**src/rtl/seg7_scan_driver_if.sv**
```systemverilog
// Load/ack handshake bundle between the value producer and seg7_scan_driver.
// The producer owns value_in/dp_in/load; the display driver answers with load_ack.
interface seg7_scan_driver_if;
  logic [15:0] value_in;
  logic [3:0]  dp_in;
  logic        load;
  logic        load_ack;

  modport master (
    output value_in,
    output dp_in,
    output load,
    input  load_ack
  );

  modport slave (
    input  value_in,
    input  dp_in,
    input  load,
    output load_ack
  );
endinterface

```
**src/rtl/seg7_scan_driver.sv**
```systemverilog
// Four-digit time-multiplexed driver for a common-anode 7-segment display, with blanking gaps.
// Optional macro LEADING_ZERO_BLANK_EN suppresses leading zero digits (digit 0 always shown).
module seg7_scan_driver #(
  parameter int BLANK_CYCLES = 16,
  parameter int SYNC_STAGES  = 2
) (
  input  logic                clk,
  input  logic                reset,
  input  logic                refresh_in,
  seg7_scan_driver_if.slave   ld,
  output logic                frame_start,
  output logic [1:0]          digit_idx,
  output logic [3:0]          an,
  output logic [6:0]          seg,
  output logic                dp,
  output logic                dbg_state
);

  typedef enum logic {
    ST_BLANK = 1'b0,
    ST_SHOW  = 1'b1
  } state_t;

  localparam logic [7:0] BLANK_LAST = 8'(BLANK_CYCLES - 1);

  function automatic logic [6:0] hex_to_seg(input logic [3:0] n);
    logic [6:0] s;
    case (n)
      4'h0: s = 7'h40;
      4'h1: s = 7'h79;
      4'h2: s = 7'h24;
      4'h3: s = 7'h30;
      4'h4: s = 7'h19;
      4'h5: s = 7'h12;
      4'h6: s = 7'h02;
      4'h7: s = 7'h78;
      4'h8: s = 7'h00;
      4'h9: s = 7'h10;
      4'hA: s = 7'h08;
      4'hB: s = 7'h03;
      4'hC: s = 7'h46;
      4'hD: s = 7'h21;
      4'hE: s = 7'h06;
      default: s = 7'h0E;
    endcase
    return s;
  endfunction

  // refresh_in is asynchronous data: synchronize, then register a rising-edge pulse.
  logic [SYNC_STAGES-1:0] sync_q;
  logic                   edge_q;
  logic                   scan_tick;

  always_ff @(posedge clk or negedge reset) begin
    if (!reset) begin
      sync_q    <= '0;
      edge_q    <= 1'b0;
      scan_tick <= 1'b0;
    end else begin
      sync_q    <= {sync_q[SYNC_STAGES-2:0], refresh_in};
      edge_q    <= sync_q[SYNC_STAGES-1];
      scan_tick <= sync_q[SYNC_STAGES-1] & ~edge_q;
    end
  end

  state_t      state, state_d;
  logic [7:0]  blank_cnt, blank_cnt_d;
  logic [1:0]  idx_d;
  logic [15:0] shadow_val, shadow_val_d;
  logic [3:0]  shadow_dp, shadow_dp_d;
  logic [15:0] pend_val, pend_val_d;
  logic [3:0]  pend_dp, pend_dp_d;
  logic        pending, pending_d;
  logic        frame_start_d, load_ack_d;
  logic [3:0]  an_d;
  logic [6:0]  seg_d;
  logic        dp_d;
  logic [3:0]  nibble_d;
  logic        lz_blank;

  // Handshake: a one-cycle load captures value_in/dp_in into the pending registers
  // (a later load before commit overwrites them). At the next frame boundary the
  // pending value moves to the shadow and load_ack pulses once for that commit;
  // a load landing in the commit cycle itself stays pending for the following frame.
  always_comb begin
    state_d       = state;
    blank_cnt_d   = blank_cnt;
    idx_d         = digit_idx;
    shadow_val_d  = shadow_val;
    shadow_dp_d   = shadow_dp;
    pend_val_d    = pend_val;
    pend_dp_d     = pend_dp;
    pending_d     = pending;
    frame_start_d = 1'b0;
    load_ack_d    = 1'b0;

    case (state)
      ST_BLANK: begin
        if (blank_cnt == BLANK_LAST) begin
          blank_cnt_d = 8'd0;
          state_d     = ST_SHOW;
          if (digit_idx == 2'd0) begin
            frame_start_d = 1'b1;
            if (pending) begin
              shadow_val_d = pend_val;
              shadow_dp_d  = pend_dp;
              load_ack_d   = 1'b1;
              pending_d    = 1'b0;
            end
          end
        end else begin
          blank_cnt_d = blank_cnt + 8'd1;
        end
      end
      ST_SHOW: begin
        if (scan_tick) begin
          state_d = ST_BLANK;
          idx_d   = digit_idx + 2'd1;
        end
      end
      default: state_d = ST_BLANK;
    endcase

    if (ld.load) begin
      pend_val_d = ld.value_in;
      pend_dp_d  = ld.dp_in;
      pending_d  = 1'b1;
    end

    // Outputs are computed from next-state values so they change with the state.
    nibble_d = shadow_val_d[{idx_d, 2'b00} +: 4];
`ifdef LEADING_ZERO_BLANK_EN
    lz_blank = (idx_d != 2'd0) &&
               ((shadow_val_d >> {idx_d, 2'b00}) == 16'h0000) &&
               !shadow_dp_d[idx_d];
`else
    lz_blank = 1'b0;
`endif

    an_d  = 4'hF;
    seg_d = 7'h7F;
    dp_d  = 1'b1;
    if (state_d == ST_SHOW) begin
      an_d  = ~(4'b0001 << idx_d);
      seg_d = lz_blank ? 7'h7F : hex_to_seg(nibble_d);
      dp_d  = ~shadow_dp_d[idx_d];
    end
  end

  always_ff @(posedge clk or negedge reset) begin
    if (!reset) begin
      state       <= ST_BLANK;
      blank_cnt   <= 8'd0;
      digit_idx   <= 2'd0;
      shadow_val  <= 16'h0000;
      shadow_dp   <= 4'h0;
      pend_val    <= 16'h0000;
      pend_dp     <= 4'h0;
      pending     <= 1'b0;
      frame_start <= 1'b0;
      ld.load_ack <= 1'b0;
      an          <= 4'hF;
      seg         <= 7'h7F;
      dp          <= 1'b1;
    end else begin
      state       <= state_d;
      blank_cnt   <= blank_cnt_d;
      digit_idx   <= idx_d;
      shadow_val  <= shadow_val_d;
      shadow_dp   <= shadow_dp_d;
      pend_val    <= pend_val_d;
      pend_dp     <= pend_dp_d;
      pending     <= pending_d;
      frame_start <= frame_start_d;
      ld.load_ack <= load_ack_d;
      an          <= an_d;
      seg         <= seg_d;
      dp          <= dp_d;
    end
  end

  assign dbg_state = state;

endmodule
```
**src/flat_wrapper.sv**
```systemverilog
// flat-port wrapper written by rule: the top's interface ports become plain ports
module seg7_scan_driver_flat 
#(
  parameter int BLANK_CYCLES = 16,
  parameter int SYNC_STAGES  = 2
)
  (clk, reset, refresh_in, frame_start, digit_idx, an, seg, dp, dbg_state, ld_value_in, ld_dp_in, ld_load, ld_load_ack);
  seg7_scan_driver_if ld_i ();
  input  logic clk;
  input  logic reset;
  input  logic refresh_in;
  output logic frame_start;
  output logic [1:0] digit_idx;
  output logic [3:0] an;
  output logic [6:0] seg;
  output logic dp;
  output logic dbg_state;
  input wire logic [$bits(ld_i.value_in)-1:0] ld_value_in;
  input wire logic [$bits(ld_i.dp_in)-1:0] ld_dp_in;
  input wire logic [$bits(ld_i.load)-1:0] ld_load;
  output wire logic [$bits(ld_i.load_ack)-1:0] ld_load_ack;
  assign ld_i.value_in = ld_value_in;
  assign ld_i.dp_in = ld_dp_in;
  assign ld_i.load = ld_load;
  assign ld_load_ack = ld_i.load_ack;
  seg7_scan_driver #(.BLANK_CYCLES(BLANK_CYCLES), .SYNC_STAGES(SYNC_STAGES)) u_core (.clk(clk), .reset(reset), .refresh_in(refresh_in), .ld(ld_i), .frame_start(frame_start), .digit_idx(digit_idx), .an(an), .seg(seg), .dp(dp), .dbg_state(dbg_state));
endmodule
```
**config.mk**
```make
export PLATFORM = sky130hd
export DESIGN_NAME = seg7_scan_driver_flat
export DESIGN_NICKNAME = d
export VERILOG_FILES = /design/src/rtl/seg7_scan_driver_if.sv /design/src/rtl/seg7_scan_driver.sv /design/src/flat_wrapper.sv
export SDC_FILE = /design/constraint.sdc
export NUM_CORES = 1
export LEC_CHECK = 0
export BUFFER_PORTS_ARGS = -buffer_cell sky130_fd_sc_hd__buf_2
export CORE_ASPECT_RATIO = 1.75
export CORE_UTILIZATION = 35
export DETAILED_ROUTE_END_ITERATION = 10
export HOLD_SLACK_MARGIN = 0.15
export PLACE_DENSITY = 0.63
export SLEW_MARGIN = 20
export SYNTH_ARGS = -nofsm -noshare
export SYNTH_HDL_FRONTEND = slang
export SYNTH_SLANG_ARGS = --single-unit
```
**constraint.sdc**
```tcl
create_clock -name clk -period 2.6 [get_ports clk]
set_input_delay 0.26 -clock clk [delete_from_list [all_inputs] [get_ports clk]]
set_output_delay 0.26 -clock clk [all_outputs]
set_load 0.01 [all_outputs]
```
==> metrics, run 1 <==
vias post-DR=2439; cell mode on critical path=a311oi_1; site row count=46; CTS H-Tree Depth=3; Worst IR Drop VDD=0.568 mV; total clock buffers created by CTS=9; post-detail-place hpwl=5190 µm; gpl congestion=0.895; TritonRoute pass-1 iters=4; largest net degree at the start of global routing=71; Placed Area=3780 µm²; Final Instance Area=4240 µm²; nets@finish=414; die width=75.1 µm; overall fraction of global-route tracks in use=16.5%; initial core utilization=36.0%; core area=9090 µm²; Cells after Synth=306; Die ar.=9750 µm²; leftover overflow at the end of global routing=0; sequential element share of the synthesized area=54.0%; startpoint types=register; max-slew violation count=0; I/O pin cnt=41; CTS tree=built; initial antenna violation count=0; CP max FO=12; crit end category=register; flop and latch count out of synthesis=70; worst path cell trace=nor4_4 -> and4_4 -> buf_6 -> a311oi_1 -> a31o_2 -> inv_2 -> ha_2 -> nor2_1 -> a31o_1 -> a311oi_1; status=completed; Die Ht=130 µm; Clock Skew=0.00867 ns; DR vias/cell=4.81; Routed WL=7030 µm; clk buf depth=2; Non-Filler Instances=507; Critical Path AT=2.75 ns; synthesized cell area=3270 µm²; I/O Buffers=40; Synth warnings=0; CTS sink count=70; pwr dens=1200 nW/µm²; Routed Antenna Nets=0; Max-slew headroom=67.3%; Mapped Nets=338; worst stage delay on the critical path=0.43 ns; synthesized area per cell=10.7 µm²; post-synthesis async set-or-reset flop share=100%; Post-CTS Setup Inserts=0; Tmin final=2.51 ns; RSZ-0062 raised after global routing=true; Max Fclk=398 MHz; CP max-delay cell=dfrtp_1; Main synth FF type=dfrtp_1; Period Utilization, post-route=96.6%; vias in the first global route=2453; Setup violations, final=0; first-pass GRT wire length=11600 µm; n_diodes=0; Hold/Removal Path Class=input port to register; WP data required=2.83 ns; dpl cells=480; max-cap viol count=0; EDFF count, synth=0; post-layout util=46.6%; clk root buf=clkbuf_16; Synth cell types=54; Worst-Skew Late Latency=0.33 ns; drt wl/cell=13.9 µm; Worst Tran Pin Value=0.491 ns; Iteration-0 DRC Markers=155; # DRC=0; crit path kind=register to register; Worst-path clk slew=0.06 ns; area grow syn2layout=29.6%; share of cells above drive strength 1=37.5%; Fin. Hold Viols=0; Leak=1.97 nW
==> path summary, 6_finish.rpt <==
path,startpoint,to,slack (ns),depth (start not counted)
min,ld_value_in[8],u_core.pend_val[8],0.16,2
max in group asynchronous,reset,u_core.seg[0],1.77,3
min reg2reg,u_core.sync_q[0],u_core.sync_q[1],0.35,0
max,u_core.blank_cnt[4],u_core.seg[0],0.09,10
max reg2reg,u_core.blank_cnt[4],u_core.seg[0],0.09,10
min in group asynchronous,reset,u_core.sync_q[1],0.48,3
==> sequential cells by signal, indices dropped and copies added (netlist names) <==
name and cells:
u_core.edge_q 1, u_core.pend_dp 4, u_core.shadow_dp 4, u_core.dp 1, u_core.pending 1, u_core.blank_cnt 8, u_core.scan_tick 1, u_core.frame_start 1
u_core.sync_q 2, u_core.an 4, u_core.ld.load_ack 1, u_core.pend_val 16, u_core.dbg_state 1, u_core.digit_idx 2, u_core.seg 7, u_core.shadow_val 16
==> critical path, delay by kind of cell, from the launching register on <==
family                     cells  cell delay, ns
AOI/OAI and AO/OA              4            0.82
buffers and inverters          2            0.24
and+or+nand+nor                3            0.68
adders and majority gates      1            0.23
DFF                            1            0.43
==> layout by cell type, fill, tap and decap left out, drive strengths merged, types with 5 or more instances in the layout <==
cell type / instances
dfstp: 12
nor2: 6
mux2i: 5
dfrtp: 58
inv: 9
ha: 8
mux2: 22
dlygate4sd3: 11
a211oi: 8
nand2: 92
and3: 7
buf: 70
nand3: 14
clkbuf: 11
==> where the power goes <==
group	internal [mW]	switching (mW)
clock	0.792	0.443
sequential	1.41	0.170
combinational	1.03	1.23
==> Yosys cell counts, drive strengths merged (2+ instances only) <==
master	count	area (µm²)
mux2i	5	53.8
buf	7	51.3
nand3	14	75.1
xnor2	3	26.3
inv	9	33.8
clkbuf	9	33.8
o21ai	3	15.0
ha	8	100
a211oi	8	80.1
and4	2	17.5
nor2	6	22.5
a311o	3	30.0
o221ai	2	17.5
dfstp	12	315
and3	7	43.8
nor4	2	27.5
a211o	2	17.5
dfrtp	58	1450
a311oi	3	26.3
mux2	22	251
o31ai	2	15.0
nand4	3	25.0
a2111oi	2	17.5
a21oi	2	10.0
a31o	3	35.0
nand2	92	348
nand2b	3	18.8
==> layout make-up <==
class	count	area [µm²]
fill	905	4850
sequential	70	1770
multi-input combinational	211	1430
timing repair buffer	81	552
clock buffer	11	253
tap	120	150
clock inverter	5	57.6
inverter	9	36.3
==> per-stage QoR <==
stage                      TNS, ns  setup slack (ns)  total power, mW  hold WS (ns)
after CTS                        0           0.00354             5.03         0.151
after global routing      -0.00343          -0.00215             5.44         0.152
final                            0            0.0895             5.08         0.164
after floorplan                  0            0.0486             2.98       -0.0356
after global placement           0            0.0326             3.68         0.301
after detailed placement   -0.0312           -0.0312             3.75         0.308
==> kinds of logic after synthesis <==
group | share of synthesized area (%)
and+or+nand+nor | 19.0
DFF | 54.0
AOI/OAI and AO/OA | 9.91
muxes | 9.33
buffers and inverters | 3.63
adders and majority gates | 3.06
xor gates and xnor gates | 1.07
==> timing repair <==
| item | 4_1_cts | 5_1_grt |
|---|---|---|
| hold endpoints to repair | 68 | 0 |
| resized for setup | 3 | 11 |
| pin swaps | 0 | 2 |
| hold buffers | 11 | 0 |
| setup endpoints to repair | 2 | 5 |
==> routing by layer <==
layer  vias up  GRT usage [%]  part of all wire (%)
met3         7           4.40                   3.2
li1       1210              -                     -
met5         -              0                     0
met4         0           8.44                   1.9
met2        42           29.0                    55
met1      1180           17.5                    40
Note: power is estimated with default switching activity, not from simulation.
==> inputs of run 2 (changes only) <==
--- a/config.mk
+++ b/config.mk
@@ -8,6 +8,7 @@
 export BUFFER_PORTS_ARGS = -buffer_cell sky130_fd_sc_hd__buf_2
 export CORE_ASPECT_RATIO = 1.75
 export CORE_UTILIZATION = 35
+export CTS_BUF_LIST = sky130_fd_sc_hd__clkbuf_4 sky130_fd_sc_hd__clkbuf_8
 export DETAILED_ROUTE_END_ITERATION = 10
 export HOLD_SLACK_MARGIN = 0.15
 export PLACE_DENSITY = 0.63
==> metrics, run 2 (synthesis gave the netlist of run 1 again) <==
largest net degree at the start of global routing=71 (unchanged); area grow syn2layout=31.3%; Tmin final=2.49 ns (-0.0192 ns); worst slack at placement=-0.0312 ns (unchanged); initial antenna violation count=0 (unchanged); vias post-DR=2498 (+2.4%); DR WL met2=3970 µm (+2.2%); DR vias/cell=4.80 (-0.14%); Cell Int Power=3.00 mW (-7.3%); clk buf depth=2 (unchanged); crit end category=register; Routed WL=7160 µm (+1.8%); drt wl/cell=13.8 µm (-0.70%); CTS sink count=70 (unchanged); nets@finish=427 (+3.1%); # DRC=0 (unchanged); max-slew violation count=0 (unchanged); I/O pin cnt=41 (unchanged); max-cap viol count=0 (unchanged); die width=75.1 µm (unchanged); n_diodes=0 (unchanged); CP max FO=12 (unchanged); setup TNS=0 ns (unchanged); Setup violations, final=0 (unchanged); CTS tree=built; status=completed; total power=4.86 mW (-4.4%); Period Utilization, post-route=95.8% (-0.74 points); clk root buf=clkbuf_8; I/O Buffers=40 (unchanged); overall fraction of global-route tracks in use=16.5% (+0.035 points); Die Ht=130 µm (unchanged); Max-slew headroom=66.8% (-0.44 points); pwr dens=1130 nW/µm² (-5.6%); most frequent cells in the layout=90 x nand2_1, 58 x dfrtp_1, 40 x buf_2; WP data required=2.87 ns (+0.04 ns); crit path kind=register to register; total clock buffers created by CTS=9 (unchanged); Fin. Hold Viols=0 (unchanged); Metal-1 WL=2830 µm (+1.6%); startpoint types=register; share of cells above drive strength 1=37.3% (-0.22 points); top layer in use=met4; part of the power in the clock network=18.5% (-5.8 points); initial core utilization=36.0% (unchanged); most common cell after layout, fill and taps aside=nand2_1; Die ar.=9750 µm² (unchanged); Max Fclk=401 MHz (+0.77%); Leak=1.98 nW (+0.79%); vias in the first global route=2520 (+2.7%); Worst IR Drop VDD=0.456 mV (-20%); CTS H-Tree Depth=3 (unchanged); Worst Tran Pin Value=0.498 ns (+0.00659 ns); Combinational Power Share=49.0% (+4.4 points); Worst-path clk slew=0.08 ns (+0.02 ns); post-layout util=47.2% (+0.59 points); switch share=38.2% (+1.9 points); Hold/Removal Path Class=register to register; Routed Antenna Nets=0 (unchanged); Critical Path AT=2.77 ns (+0.02 ns); met3 wire len=190 µm (-17%); site row count=46 (unchanged); sequential group share of total power=32.5% (+1.4 points); TritonRoute pass-1 iters=4 (unchanged); Clock Skew=0.0109 ns (+0.00218 ns); leftover overflow at the end of global routing=0 (unchanged); Iteration-0 DRC Markers=131 (-15%); switching pwr=1.86 mW (+0.61%); core area=9090 µm² (unchanged); gpl congestion=0.895 (unchanged); first-pass GRT wire length=11800 µm (+2.0%); post-detail-place hpwl=5190 µm (unchanged); Worst-Skew Late Latency=0.36 ns (+0.03 ns); Final WS setup=0.109 ns (+0.0192 ns); biggest regs=u_core.pend_val (16), u_core.shadow_val (16), u_core.blank_cnt (8)
[run 2: cell types whose count changed in the layout (fill, tap and decap cells not counted), moves of 2 or more]
cell,before,now
dlygate4sd3_1,11,22
clkbuf_16,9,0
clkbuf_8,2,11
buf_4,28,30
[run 2: routing by layer]
layer  vias to the layer above  GRT usage, %
met5                         -             0
met4                         0          8.44
met3                        12          3.01
met2                        36          29.8
met1                      1214          17.8
li1                       1236             -
[run 2: critical path, cell delays in order, from the launching register on]
cell and delay [ns]:
dfrtp_1 0.44, nor4_4 0.31, and4_4 0.31, buf_6 0.16
nand3_1 0.07, a31o_2 0.28, ha_1 0.21, nand2b_1 0.16
a2111oi_2 0.26, a31o_1 0.15, a311oi_1 0.05
[run 2: path summary, 6_finish.rpt]
kind                                startpoint             endpoint  depth (start not counted)  slack (ns)
min in group asynchronous                reset  u_core.shadow_dp[0]                          3        0.46
max in group asynchronous                reset        u_core.seg[0]                          3        1.80
hold reg to reg               u_core.sync_q[0]     u_core.sync_q[1]                          0        0.35
setup / recovery           u_core.blank_cnt[4]        u_core.seg[0]                         10        0.11
setup reg to reg           u_core.blank_cnt[4]        u_core.seg[0]                         10        0.11
hold / removal                u_core.sync_q[0]     u_core.sync_q[1]                          0        0.35
[run 2: final cells by class]
cell class              instances  area (µm²)
clock inverters                 5        57.6
repair buffers                 94         677
inverters                       9        36.3
clock buffers                  11         151
multi-input cells             211        1460
flip-flops and latches         70        1770
fillers                       917        4800
well taps                     120         150
[run 2: power groups by stage]
stage          registers, mW  clock network, mW  logic [mW]
6_report                1.58              0.897        2.38
3_5_place_dp            1.60                  0        2.16
5_1_grt                 1.62              0.972        2.62
4_1_cts                 1.58              0.927        2.20
3_3_place_gp            1.58                  0        2.10
2_1_floorplan           1.59                  0        1.39
[run 2: metrics by stage]
step / instances / hold slack (ns) / area (µm²)
2_1_floorplan: 306 / -0.0356 / 3290
3_3_place_gp: 480 / 0.301 / 3780
3_5_place_dp: 480 / 0.308 / 3780
4_1_cts: 518 / 0.352 / 4210
5_1_grt: 520 / 0.355 / 4300
6_report: 520 / 0.350 / 4300
[run 2: what timing repair did]
item                       CTS  global route
pin swaps                    0             4
setup endpoints to repair    2             5
hold buffers                22             0
hold endpoints to repair    79             0
resized for setup            3            16
setup buffers                0             2
==> inputs of run 3 (changes only) <==
--- a/config.mk
+++ b/config.mk
@@ -11,7 +11,7 @@
 export CTS_BUF_LIST = sky130_fd_sc_hd__clkbuf_4 sky130_fd_sc_hd__clkbuf_8
 export DETAILED_ROUTE_END_ITERATION = 10
 export HOLD_SLACK_MARGIN = 0.15
-export PLACE_DENSITY = 0.63
+export PLACE_DENSITY = 0.61
 export SLEW_MARGIN = 20
 export SYNTH_ARGS = -nofsm -noshare
 export SYNTH_HDL_FRONTEND = slang
==> constraint.sdc (replaced) <==
create_clock -name clk -period 2.8 [get_ports clk]
set_input_delay 0.28 -clock clk [delete_from_list [all_inputs] [get_ports clk]]
set_output_delay 0.28 -clock clk [all_outputs]
set_load 0.01 [all_outputs]
==> metrics, run 3 (synthesis gave the netlist of run 1 again) <==
status=completed; TritonRoute pass-1 iters=4 (unchanged); Hold/Removal Path Class=input port to register; max-cap viol count=0 (unchanged); worst path cell trace=ha_1 -> and4b_1 -> and4_4 -> buf_4 -> buf_4 -> a211oi_1 -> a311o_1 -> nand2_4 -> nor2_1 -> a221o_1; post-detail-place hpwl=5370 µm (+3.5%); Clock Skew=0.00827 ns (-0.00258 ns); Die ar.=9750 µm² (unchanged); RSZ-0062 raised after global routing=false; Worst IR Drop VDD=0.528 mV (+16%); Routed WL=7310 µm (+2.1%); cell mode on critical path=buf_4; CP max FO=13 (+1); Worst Tran Pin Value=0.829 ns (+0.331 ns); CP max-delay cell=a311o_1; overall fraction of global-route tracks in use=16.9% (+0.39 points); DR vias/cell=4.96 (+3.3%); Period Utilization, post-route=94.1% (-1.8 points); CP Buf/Inv Count=2 (+1); crit end category=register; CTS sink count=70 (unchanged); I/O pin cnt=41 (unchanged); pwr dens=1010 nW/µm² (-11%); R2R Setup Slk=0.17 ns (+0.06 ns); biggest regs=u_core.pend_val (16), u_core.shadow_val (16), u_core.blank_cnt (8); nets@finish=413 (-3.3%); Max-slew headroom=44.7% (-22 points); Routed Antenna Nets=0 (unchanged); clk buf depth=2 (unchanged); area grow syn2layout=25.5%; WP data required=3.07 ns (+0.20 ns); Worst-path clk slew=0.07 ns (about the same); n_diodes=0 (unchanged); Iteration-0 DRC Markers=107 (-18%); largest net degree at the start of global routing=38 (-46%); leftover overflow at the end of global routing=0 (unchanged); CTS H-Tree Depth=3 (unchanged); Tmin final=2.63 ns (+0.142 ns); gpl congestion=0.912 (+1.8%); I/O Buffers=40 (unchanged); clk root buf=clkbuf_8; worst stage delay on the critical path=0.41 ns (-0.03 ns); vias post-DR=2510 (+0.48%); Setup violations, final=0 (unchanged); hold_ws=0.168 ns (-0.182 ns); cell family with the largest share of critical-path delay=simple AND/OR/NAND/NOR gates; most common cell after layout, fill and taps aside=nand2_1; max-slew violation count=0 (unchanged); site row count=46 (unchanged); Post-CTS Setup Inserts=0 (unchanged); die width=75.1 µm (unchanged); initial antenna violation count=0 (unchanged); drt wl/cell=14.4 µm (+4.9%); Leak=1.91 nW (-3.7%); CTS tree=built; share of cells above drive strength 1=33.9% (-3.3 points); core area=9090 µm² (unchanged); first-pass GRT wire length=12200 µm (+3.0%); Max Fclk=380 MHz (-5.4%); crit path kind=register to register; startpoint types=register; most frequent cells in the layout=90 x nand2_1, 58 x dfrtp_1, 40 x buf_2; initial core utilization=36.0% (unchanged); Worst-Skew Late Latency=0.35 ns (about the same); total clock buffers created by CTS=9 (unchanged); post-layout util=45.2% (-2.1 points); setup TNS=0 ns (unchanged); Critical Path AT=2.90 ns (+0.13 ns); vias in the first global route=2506 (-0.56%); # DRC=0 (unchanged); Die Ht=130 µm (unchanged); Fin. Hold Viols=0 (unchanged)
-- run 3: report_power, final --
group          switching (mW)  internal (mW)
registers               0.163           1.31
clock network           0.363          0.401
logic                    1.10          0.798
-- run 3: stage by stage --
stage / power, mW / area [µm²] / std cells / setup WS, ns
finish: 4.14 / 4110 / 506 / 0.167
global route: 4.45 / 4110 / 506 / 0.00607
CTS: 4.10 / 4080 / 506 / 0.0175
detailed placement: 3.29 / 3690 / 471 / 0.0225
global placement: 3.24 / 3690 / 471 / 0.141
floorplan: 2.76 / 3270 / 306 / 0.0727
-- run 3: worst paths after layout --
check | startpoint | end | cells after the start
setup / recovery | u_core.blank_cnt[0] | u_core.seg[1] | 10
hold / removal | ld_value_in[0] | u_core.pend_val[0] | 2
setup reg to reg | u_core.blank_cnt[0] | u_core.seg[1] | 10
hold reg to reg | u_core.sync_q[0] | u_core.sync_q[1] | 0
max in group asynchronous | reset | u_core.seg[6] | 3
min in group asynchronous | reset | u_core.frame_start | 2
-- run 3: repair_timing --
item,4_1_cts,5_1_grt
pin swaps,0,2
resized for setup,1,9
endpoints found under the setup margin,1,6
endpoints found under the hold margin,52,0
hold buffers,19,0
-- run 3: layer usage --
layer	track usage, %	routed length, µm	vias up
met5	0	0	-
met4	10.5	293	0
met3	3.32	195	21
met2	28.5	3870	54
met1	19.1	2950	1225
li1	-	-	1210
-- run 3: final cells by class --
type	count	area [µm²]
Sequential cell	70	1770
Clock inverter	3	17.5
Inverter	9	33.8
Timing Repair Buffer	80	548
Fill cell	905	4990
Clock buffer	13	173
Tap cell	120	150
Multi-Input combinational cell	211	1420
